## src/rtl/alu_arbiter_pkg.sv

```systemverilog
// Shared types for the ALU arbiter.
//   op_mne      : 3-bit ALU opcode carried by each request (3'b111 is illegal)
//   arb_state_t : arbiter FSM state
package alu_arbiter_pkg;

  typedef enum logic [2:0] {
    OP_ADD = 3'd0,
    OP_LSL = 3'd1,
    OP_LSR = 3'd2,
    OP_XOR = 3'd3,
    OP_SNE = 3'd4,
    OP_SEQ = 3'd5,
    OP_MSK = 3'd6,
    OP_ILL = 3'd7
  } op_mne;

  typedef enum logic [1:0] {
    IDLE = 2'd0,
    EXEC = 2'd1,
    RESP = 2'd2
  } arb_state_t;

endpackage

```

## src/rtl/alu_arbiter_alu_core.sv

```systemverilog
// Combinational single-cycle ALU.
//   op     : opcode (op_mne)
//   a, b   : W-bit unsigned operands
//   result : W-bit result
//   flag   : carry-out for ADD, compare bit for SNE/SEQ, zero flag otherwise
//   err    : illegal opcode
module alu_core
  import alu_arbiter_pkg::*;
#(
  parameter int W = 8
) (
  input  op_mne          op,
  input  logic [W-1:0]   a,
  input  logic [W-1:0]   b,
  output logic [W-1:0]   result,
  output logic           flag,
  output logic           err
);

  logic [W:0] sum;

  assign sum = {1'b0, a} + {1'b0, b};

  always_comb begin
    result = '0;
    flag   = 1'b0;
    err    = 1'b0;
    case (op)
      OP_ADD: begin
        result = sum[W-1:0];
        flag   = sum[W];
      end
      OP_LSL: begin
        result = a << b[2:0];
        flag   = (result == '0);
      end
      OP_LSR: begin
        result = a >> b[2:0];
        flag   = (result == '0);
      end
      OP_XOR: begin
        result = a ^ b;
        flag   = (result == '0);
      end
      OP_SNE: begin
        result = {{(W-1){1'b0}}, (a != b)};
        flag   = result[0];
      end
      OP_SEQ: begin
        result = {{(W-1){1'b0}}, (a == b)};
        flag   = result[0];
      end
      OP_MSK: begin
        result = a & b;
        flag   = (result == '0);
      end
      default: begin
        result = '0;
        flag   = 1'b0;
        err    = 1'b1;
      end
    endcase
  end

endmodule

```

## src/rtl/alu_arbiter.sv

```systemverilog
// Round-robin arbiter sharing one ALU between two requesters.
//   Clk, Reset_n             : clock, asynchronous active-low reset
//   reqN_valid/ready         : request handshake (ready combinational, IDLE only)
//   reqN_op, reqN_a, reqN_b  : request payload
//   rspN_valid/ready         : response handshake (only the owner's valid rises)
//   rspN_data/flag/err       : registered result, flag and illegal-op indication
//   busy                     : registered, high whenever the FSM is not IDLE
module alu_arbiter
  import alu_arbiter_pkg::*;
#(
  parameter int W = 8
) (
  input  logic         Clk,
  input  logic         Reset_n,
  input  logic         req0_valid,
  output logic         req0_ready,
  input  op_mne        req0_op,
  input  logic [W-1:0] req0_a,
  input  logic [W-1:0] req0_b,
  input  logic         req1_valid,
  output logic         req1_ready,
  input  op_mne        req1_op,
  input  logic [W-1:0] req1_a,
  input  logic [W-1:0] req1_b,
  output logic         rsp0_valid,
  input  logic         rsp0_ready,
  output logic [W-1:0] rsp0_data,
  output logic         rsp0_flag,
  output logic         rsp0_err,
  output logic         rsp1_valid,
  input  logic         rsp1_ready,
  output logic [W-1:0] rsp1_data,
  output logic         rsp1_flag,
  output logic         rsp1_err,
  output logic         busy
);

  arb_state_t   state, state_nxt;
  logic         owner;
  logic         last_grant;
  logic         grant0, grant1, accept;
  logic         owner_ready;

  op_mne        op_q;
  logic [W-1:0] a_q, b_q;

  logic [W-1:0] alu_res;
  logic         alu_flag, alu_err;
  logic [W-1:0] res_q;
  logic         flag_q, err_q;
  logic         busy_q;

  // On a tie the port that did not win last time is granted.
  assign grant0 = req0_valid & (~req1_valid | last_grant);
  assign grant1 = req1_valid & (~req0_valid | ~last_grant);

  // Ready is also gated by Reset_n so that it reads 0 while reset is held,
  // even though the state register already sits in IDLE.
  assign req0_ready = Reset_n & (state == IDLE) & grant0;
  assign req1_ready = Reset_n & (state == IDLE) & grant1;
  assign accept     = req0_ready | req1_ready;

  assign owner_ready = owner ? rsp1_ready : rsp0_ready;

  always_comb begin
    state_nxt = state;
    case (state)
      IDLE:    if (accept)      state_nxt = EXEC;
      EXEC:                     state_nxt = RESP;
      RESP:    if (owner_ready) state_nxt = IDLE;
      default:                  state_nxt = IDLE;
    endcase
  end

  always_ff @(posedge Clk or negedge Reset_n) begin
    if (!Reset_n) begin
      state      <= IDLE;
      owner      <= 1'b0;
      last_grant <= 1'b1;
      busy_q     <= 1'b0;
    end else begin
      state  <= state_nxt;
      busy_q <= (state_nxt != IDLE);
      if (accept) begin
        owner      <= grant1;
        last_grant <= grant1;
      end
    end
  end

  // Operand capture at the request handshake; no reset needed, the values
  // are only consumed after a fresh capture.
  always_ff @(posedge Clk) begin
    if (accept) begin
      op_q <= grant1 ? req1_op : req0_op;
      a_q  <= grant1 ? req1_a  : req0_a;
      b_q  <= grant1 ? req1_b  : req0_b;
    end
  end

  alu_core #(.W(W)) u_alu (
    .op     (op_q),
    .a      (a_q),
    .b      (b_q),
    .result (alu_res),
    .flag   (alu_flag),
    .err    (alu_err)
  );

  // Result registers load only in EXEC, so they hold steady through RESP.
  always_ff @(posedge Clk or negedge Reset_n) begin
    if (!Reset_n) begin
      res_q  <= '0;
      flag_q <= 1'b0;
      err_q  <= 1'b0;
    end else if (state == EXEC) begin
      res_q  <= alu_res;
      flag_q <= alu_flag;
      err_q  <= alu_err;
    end
  end

  assign rsp0_valid = (state == RESP) & ~owner;
  assign rsp1_valid = (state == RESP) &  owner;
  assign rsp0_data  = res_q;
  assign rsp1_data  = res_q;
  assign rsp0_flag  = flag_q;
  assign rsp1_flag  = flag_q;
  assign rsp0_err   = err_q;
  assign rsp1_err   = err_q;
  assign busy       = busy_q;

endmodule

```

## config.mk

```make
export PLATFORM = sky130hd
export DESIGN_NAME = alu_arbiter
export DESIGN_NICKNAME = d
export VERILOG_FILES = /design/src/rtl/alu_arbiter_pkg.sv /design/src/rtl/alu_arbiter_alu_core.sv /design/src/rtl/alu_arbiter.sv
export SDC_FILE = /design/constraint.sdc
export NUM_CORES = 1
export LEC_CHECK = 0
export ABC_AREA = 1
export CAP_MARGIN = 30
export CORE_MARGIN = 2
export CORE_UTILIZATION = 40
export DETAILED_ROUTE_END_ITERATION = 8
export PLACE_DENSITY = 0.72
export SYNTH_ARGS = -nofsm -noshare
export SYNTH_HDL_FRONTEND = slang
export SYNTH_HIERARCHICAL = 1
export SYNTH_SLANG_ARGS = --single-unit
```

## constraint.sdc

```tcl
create_clock -name Clk -period 4.5 [get_ports Clk]
set_input_delay 0.9 -clock Clk [delete_from_list [all_inputs] [get_ports Clk]]
set_output_delay 0.9 -clock Clk [all_outputs]
set_load 0.005 [all_outputs]
```

==> impl_metrics.csv, run 1 <==
group,metric,value,unit
finish,layout_commonest_cell,"nand2_1",
place,numPortBuffers,68,
clock_network,tritoncts,"yes",
pwr,combPwrFrac,52.1,%
worst_hold_path,holdPathStages,2,
die,core_area,6720,um2
die,chipWidth,87.0,um
clock_network,cts_root_buf,"clkbuf_8",
critical_path,cp-start-kind,"input pin",
finish,syn2layout_area_growth,26.2,%
synth,ys_seq_area_share,34.4,%
drt,route.detailed.drc,0,
critical_path,cp.required,3600,ps
clock_network,htree_num_levels,2,
drt,postRouteAntennaNets,0,
global_routing,grt_pass1_vias,2632,
finish,final_cell_mix,"nand2_1, nand3_1, clkdlybuf4s50_1",
drt,via_per_inst,5.30,
drt,vias,2794,
critical_path,end_kind,"output port",
drt,wl_met1,3380,um
clock_network,clk_pin_slew_worst_paths,70,ps
place,hpwlAfterDp,5880,um
pwr,p_per_area,459,nW/um2
clock_network,holdBufCountCts,0,
die,ios,69,
drt,wl_met3,369,um
finish,diodes,0,
die,initial_core_util,41.0,%
clock_network,clock-sinks,34,
timing,tns,0,ps
timing,hold_viol,0,
timing,slew_headroom,55.0,%
timing,grt_setup_unrepaired,"false",
synth,ys_warn_count,6,
pwr,switching_share,42.3,%
clock_network,cts_resized,0,
synth,synth_fp_nets,447,
drt,firstDrtPassIters,5,
global_routing,grt_overflow,0,
drt,wl_met2,3480,um
global_routing,track_usage,20.4,%
synth,ys_seq_elements,34,
pwr,power.ir.vdd_worst,0.273,mV
pwr,power_frac_clock,13.7,%
die,rows,30,
global_routing,antenna_found_initial,0,
global_routing,grt_pass1_wl,12400,um
pwr,p_int,0.921,mW
timing,fin_crit,3520,ps
critical_path,crit_arrival,2620,ps
timing,worst_slew_pin_slew,674,ps
drt,wl,7400,um
timing,fin_crit_sh,78.2,%
timing,setup_violations,0,
finish,fill_cells,648,
synth,syn_area_per_cell,7.03,um2
critical_path,cp_max_fo,20,
synth,syn_area,2760,um2
worst_hold_path,hold_class,"reg -> reg",
synth,synthCells,392,
timing,fmaxAchievable,284,MHz
timing,fin_worst_skew,9.61,ps
critical_path,worstSetupPathType,"in -> out",
timing,maxSlewViolCount,0,
critical_path,reg2reg_depth,7,
drt,wire_per_inst,14.0,um
timing,layout_setup_ws,980,ps
finish,fin_nets,501,
place,gp_congestion,0.947,
die,dieArea,7570,um2
run,cap_violations,0,
clock_network,clk_path_buf_depth,2,
outcome,status,"finished, final reports clean",
synth,ys_types,37,
clock_network,cts_buffers,5,
clock_network,post_cts_buffers,0,
global_routing,grt_max_degree,22,
die,fp.dieH,87.0,um
drt,routed.top_layer,"met4",
pwr,seqPwrFrac,34.2,%
clock_network,clk_latency,290,ps
pwr,power_leakage,1.60,nW
drt,first_iter_violations,259,
finish,drive_above_1_share,7.83,%
place,dp_worst_setup_slack,981,ps
pwr,power.switching,0.677,mW
==> critical path, stage by stage <==
cell and delay, ps:
clkdlybuf4s50_1 420, nand2_1 70, buf_4 220, nand2_2 260, nor2_2 230, clkdlybuf4s50_1 520
==> power groups by stage <==
stage          Combinational [mW]  Clock [mW]  Sequential (mW)
2_1_floorplan               0.575           0            0.514
3_3_place_gp                0.818           0            0.550
3_5_place_dp                0.828           0            0.554
4_1_cts                     0.830       0.223            0.547
5_1_grt                     0.938       0.238            0.563
6_report                    0.833       0.219            0.546
==> state kept, by name, indices dropped and copies added, names as in the netlist <==
name        count
a_q             8
b_q             8
busy            1
last_grant      1
op_q            3
owner           1
rsp0_data       8
rsp0_err        1
rsp0_flag       1
state           2
==> synth_stat cells, drive strengths merged <==
cell type / instances / area share, %
a221oi: 2 / 0.86
or2: 2 / 0.45
fa: 1 / 0.73
edfxtp: 19 / 21
dfrtp: 14 / 13
nor2: 23 / 3.7
buf: 24 / 6.1
dfstp: 1 / 0.95
o21ai: 9 / 1.6
a22oi: 1 / 0.27
inv: 31 / 4.2
o21bai: 1 / 0.27
nor3: 6 / 1.7
a21boi: 2 / 0.54
o22ai: 1 / 0.23
nand4: 8 / 1.8
ha: 10 / 4.5
nand2: 134 / 19
o221ai: 1 / 0.32
o211ai: 3 / 0.82
o2111ai: 2 / 0.64
a21oi: 7 / 1.3
nand3: 88 / 17
a31oi: 2 / 0.45
==> cell families after synthesis <==
logic type / Yosys count / share of synthesized area [%]
AOI/OAI and AO/OA: 31 / 7.31
adders and majority gates: 11 / 5.27
buffers and inverters: 55 / 10.3
DFF: 34 / 34.4
and+or+nand+nor: 261 / 42.8
==> area by class of cell <==
cell class              instances  area [um2]  area share [%]
flip-flops and latches         34         947            27.2
well taps                      80         100            2.88
inverters                      31         116            3.35
clock inverters                 2        13.8           0.396
clock buffers                   6        72.6            2.09
multi-input cells             303        1530            43.8
repair buffers                 71         703            20.2
==> through the flow <==
| step | power, mW | util [%] | cells | cell area (um2) | hold WS, ps |
|---|---|---|---|---|---|
| 6_report | 1.60 | 51.8 | 527 | 3480 | 502 |
| 5_1_grt | 1.74 | 51.8 | 527 | 3480 | 543 |
| 4_1_cts | 1.60 | 51.8 | 527 | 3480 | 505 |
| 3_5_place_dp | 1.38 | 50.5 | 519 | 3390 | 489 |
| 3_3_place_gp | 1.37 | 50.5 | 519 | 3390 | 486 |
| 2_1_floorplan | 1.09 | - | 392 | 2760 | 483 |
==> per-layer routing <==
metal	vias up	global-route usage, %
li1	1421	-
met5	-	0
met4	0	7.67
met1	1260	28.1
met2	98	32.4
met3	15	3.03
==> final timing paths <==
path	from	endpoint	slack, ps
hold reg to reg	rsp0_data[7]$_DFFE_PN0N_	rsp0_data[7]$_DFFE_PN0N_	500
hold / removal	rsp0_data[7]$_DFFE_PN0N_	rsp0_data[7]$_DFFE_PN0N_	500
setup reg to reg	b_q[0]$_DFFE_PP_	rsp0_data[2]$_DFFE_PN0N_	2230
min in group asynchronous	Reset_n	rsp0_data[0]$_DFFE_PN0N_	1040
max in group asynchronous	Reset_n	last_grant$_DFFE_PN1P_	3210
setup / recovery	req0_valid	req1_ready	980
(Power assumes the default switching activity.)
==> run 2: changes to the inputs <==
--- a/config.mk
+++ b/config.mk
@@ -10,7 +10,7 @@
 export CORE_MARGIN = 2
 export CORE_UTILIZATION = 40
 export DETAILED_ROUTE_END_ITERATION = 8
-export PLACE_DENSITY = 0.72
+export PLACE_DENSITY = 0.75
 export SYNTH_ARGS = -nofsm -noshare
 export SYNTH_HDL_FRONTEND = slang
 export SYNTH_HIERARCHICAL = 1
==> constraint.sdc (replaced) <==
create_clock -name Clk -period 2.95 [get_ports Clk]
set_input_delay 0.59 -clock Clk [delete_from_list [all_inputs] [get_ports Clk]]
set_output_delay 0.59 -clock Clk [all_outputs]
set_load 0.005 [all_outputs]
==> impl_metrics.csv, run 2 (synthesized netlist as in run 1, its figures left out) <==
group,metric,value,unit
outcome,status,"finished, final reports clean",
place,hpwlAfterDp,5830,um
pwr,power.ir.vdd_worst,0.333,mV
timing,fin_crit,2560,ps
die,chipWidth,87.0,um
clock_network,clk_pin_slew_worst_paths,70,ps
critical_path,reg2reg_slack,780,ps
critical_path,cp-start-kind,"input pin",
finish,final_cell_count_no_fill,530,
drt,first_iter_violations,230,
global_routing,track_usage,20.7,%
timing,worst_slew_pin_slew,630,ps
global_routing,grt_max_degree,20,
die,rows,30,
timing,fin_crit_sh,86.6,%
critical_path,end_kind,"output port",
critical_path,cp_max_fo,4,
clock_network,cts_resized,0,
finish,layout_commonest_cell,"nand2_1",
clock_network,htree_num_levels,2,
drt,route.detailed.drc,0,
critical_path,worstSetupPathType,"in -> out",
place,numPortBuffers,68,
finish,diodes,0,
drt,wire_per_inst,13.8,um
drt,vias,2854,
global_routing,grt_pass1_vias,2654,
pwr,power_leakage,1.62,nW
global_routing,grt_overflow,0,
place,gp_congestion,0.957,
critical_path,cp.required,2360,ps
timing,tns,0,ps
timing,grt_setup_unrepaired,"false",
clock_network,tritoncts,"yes",
critical_path,cp_common_cell,"clkdlybuf4s50_1",
global_routing,grt_pass1_wl,12400,um
clock_network,holdBufCountCts,0,
die,dieArea,7570,um2
clock_network,clock-sinks,34,
critical_path,crit_path_max_incr_delay,540,ps
drt,via_per_inst,5.38,
timing,setup_violations,0,
die,core_area,6720,um2
global_routing,antenna_found_initial,0,
timing,maxSlewViolCount,0,
worst_hold_path,hold_class,"reg -> reg",
finish,fill_cells,672,
critical_path,crit_slowest_cell,"clkdlybuf4s50_1",
clock_network,cts_buffers,5,
clock_network,cts_root_buf,"clkbuf_8",
clock_network,clk_path_buf_depth,2,
timing,whs,499,ps
clock_network,clk_latency,290,ps
critical_path,crit_arrival,1970,ps
run,cap_violations,0,
die,fp.dieH,87.0,um
die,initial_core_util,41.0,%
finish,final_cell_mix,"nand2_1, nand3_1, clkdlybuf4s50_1",
drt,wl,7330,um
finish,syn2layout_area_growth,27.1,%
timing,slew_headroom,57.8,%
critical_path,path_cells,"clkdlybuf4s50_1, nand3_2, nor2_2, clkdlybuf4s50_1",
place,dp.cells,522,
finish,drive_above_1_share,8.22,%
clock_network,post_cts_buffers,0,
timing,fin_worst_skew,7.54,ps
die,ios,69,
timing,fmaxAchievable,391,MHz
finish,utilization,52.2,%
pwr,p_per_area,707,nW/um2
pwr,total_power,2.48,mW
finish,fin_nets,504,
timing,hold_viol,0,
drt,firstDrtPassIters,5,
drt,postRouteAntennaNets,0,
-- run 2: cell count changes in the layout (fill, tap and decap cells not counted), sizes merged --
cell	previous run	this run
buf	3	6
clkinv	2	0
clkbuf	6	8
-- run 2: metal layers --
| metal | GRT usage, % | vias to the layer above | wire (um) |
|---|---|---|---|
| li1 | - | 1433 | - |
| met1 | 27.3 | 1301 | 3180 |
| met2 | 34.6 | 108 | 3510 |
| met3 | 3.60 | 12 | 503 |
| met4 | 6.25 | 0 | 134 |
| met5 | 0 | - | 0 |
-- run 2: through the flow --
step | area [um2] | setup slack, ps
after CTS | 3500 | 404
after floorplan | 2760 | 1090
final | 3500 | 395
after global routing | 3500 | 326
after global placement | 3410 | 440
after detailed placement | 3410 | 403
-- run 2: cell type report --
type	instances	area, um2	share of cell area, %
Sequential cell	34	947	27.0
Multi-Input combinational cell	303	1530	43.5
Tap cell	80	100	2.86
Timing Repair Buffer	74	726	20.7
Inverter	31	116	3.32
Clock buffer	8	90.1	2.57
-- run 2: worst max-delay path, delay by kind of cell --
kind	cells	cell delay [ps]
and+or+nand+nor	2	300
buffers and inverters	2	1080
-- run 2: path summary, 6_finish.rpt --
| check | start | endpoint | cells after the start |
|---|---|---|---|
| setup / recovery | Reset_n | req0_ready | 4 |
| hold / removal | rsp0_data[3]$_DFFE_PN0N_ | rsp0_data[3]$_DFFE_PN0N_ | 2 |
| setup reg to reg | b_q[0]$_DFFE_PP_ | rsp0_data[2]$_DFFE_PN0N_ | 7 |
| hold reg to reg | rsp0_data[3]$_DFFE_PN0N_ | rsp0_data[3]$_DFFE_PN0N_ | 2 |
| max in group asynchronous | Reset_n | last_grant$_DFFE_PN1P_ | 2 |
| min in group asynchronous | Reset_n | rsp0_data[2]$_DFFE_PN0N_ | 2 |
-- run 2: where the power goes --
| group | switching, mW | internal (mW) | total [mW] |
|---|---|---|---|
| Sequential | 0.156 | 0.677 | 0.833 |
| Clock | 0.164 | 0.190 | 0.354 |
| Combinational | 0.716 | 0.576 | 1.29 |
==> run 3: changes to the inputs <==
--- a/config.mk
+++ b/config.mk
@@ -9,6 +9,7 @@
 export CAP_MARGIN = 30
 export CORE_MARGIN = 2
 export CORE_UTILIZATION = 40
+export CTS_CLUSTER_DIAMETER = 60
 export DETAILED_ROUTE_END_ITERATION = 8
 export PLACE_DENSITY = 0.75
 export SYNTH_ARGS = -nofsm -noshare
==> results of run 3 <==
The final DEF is identical to that of run 2; final timing and power are the same.
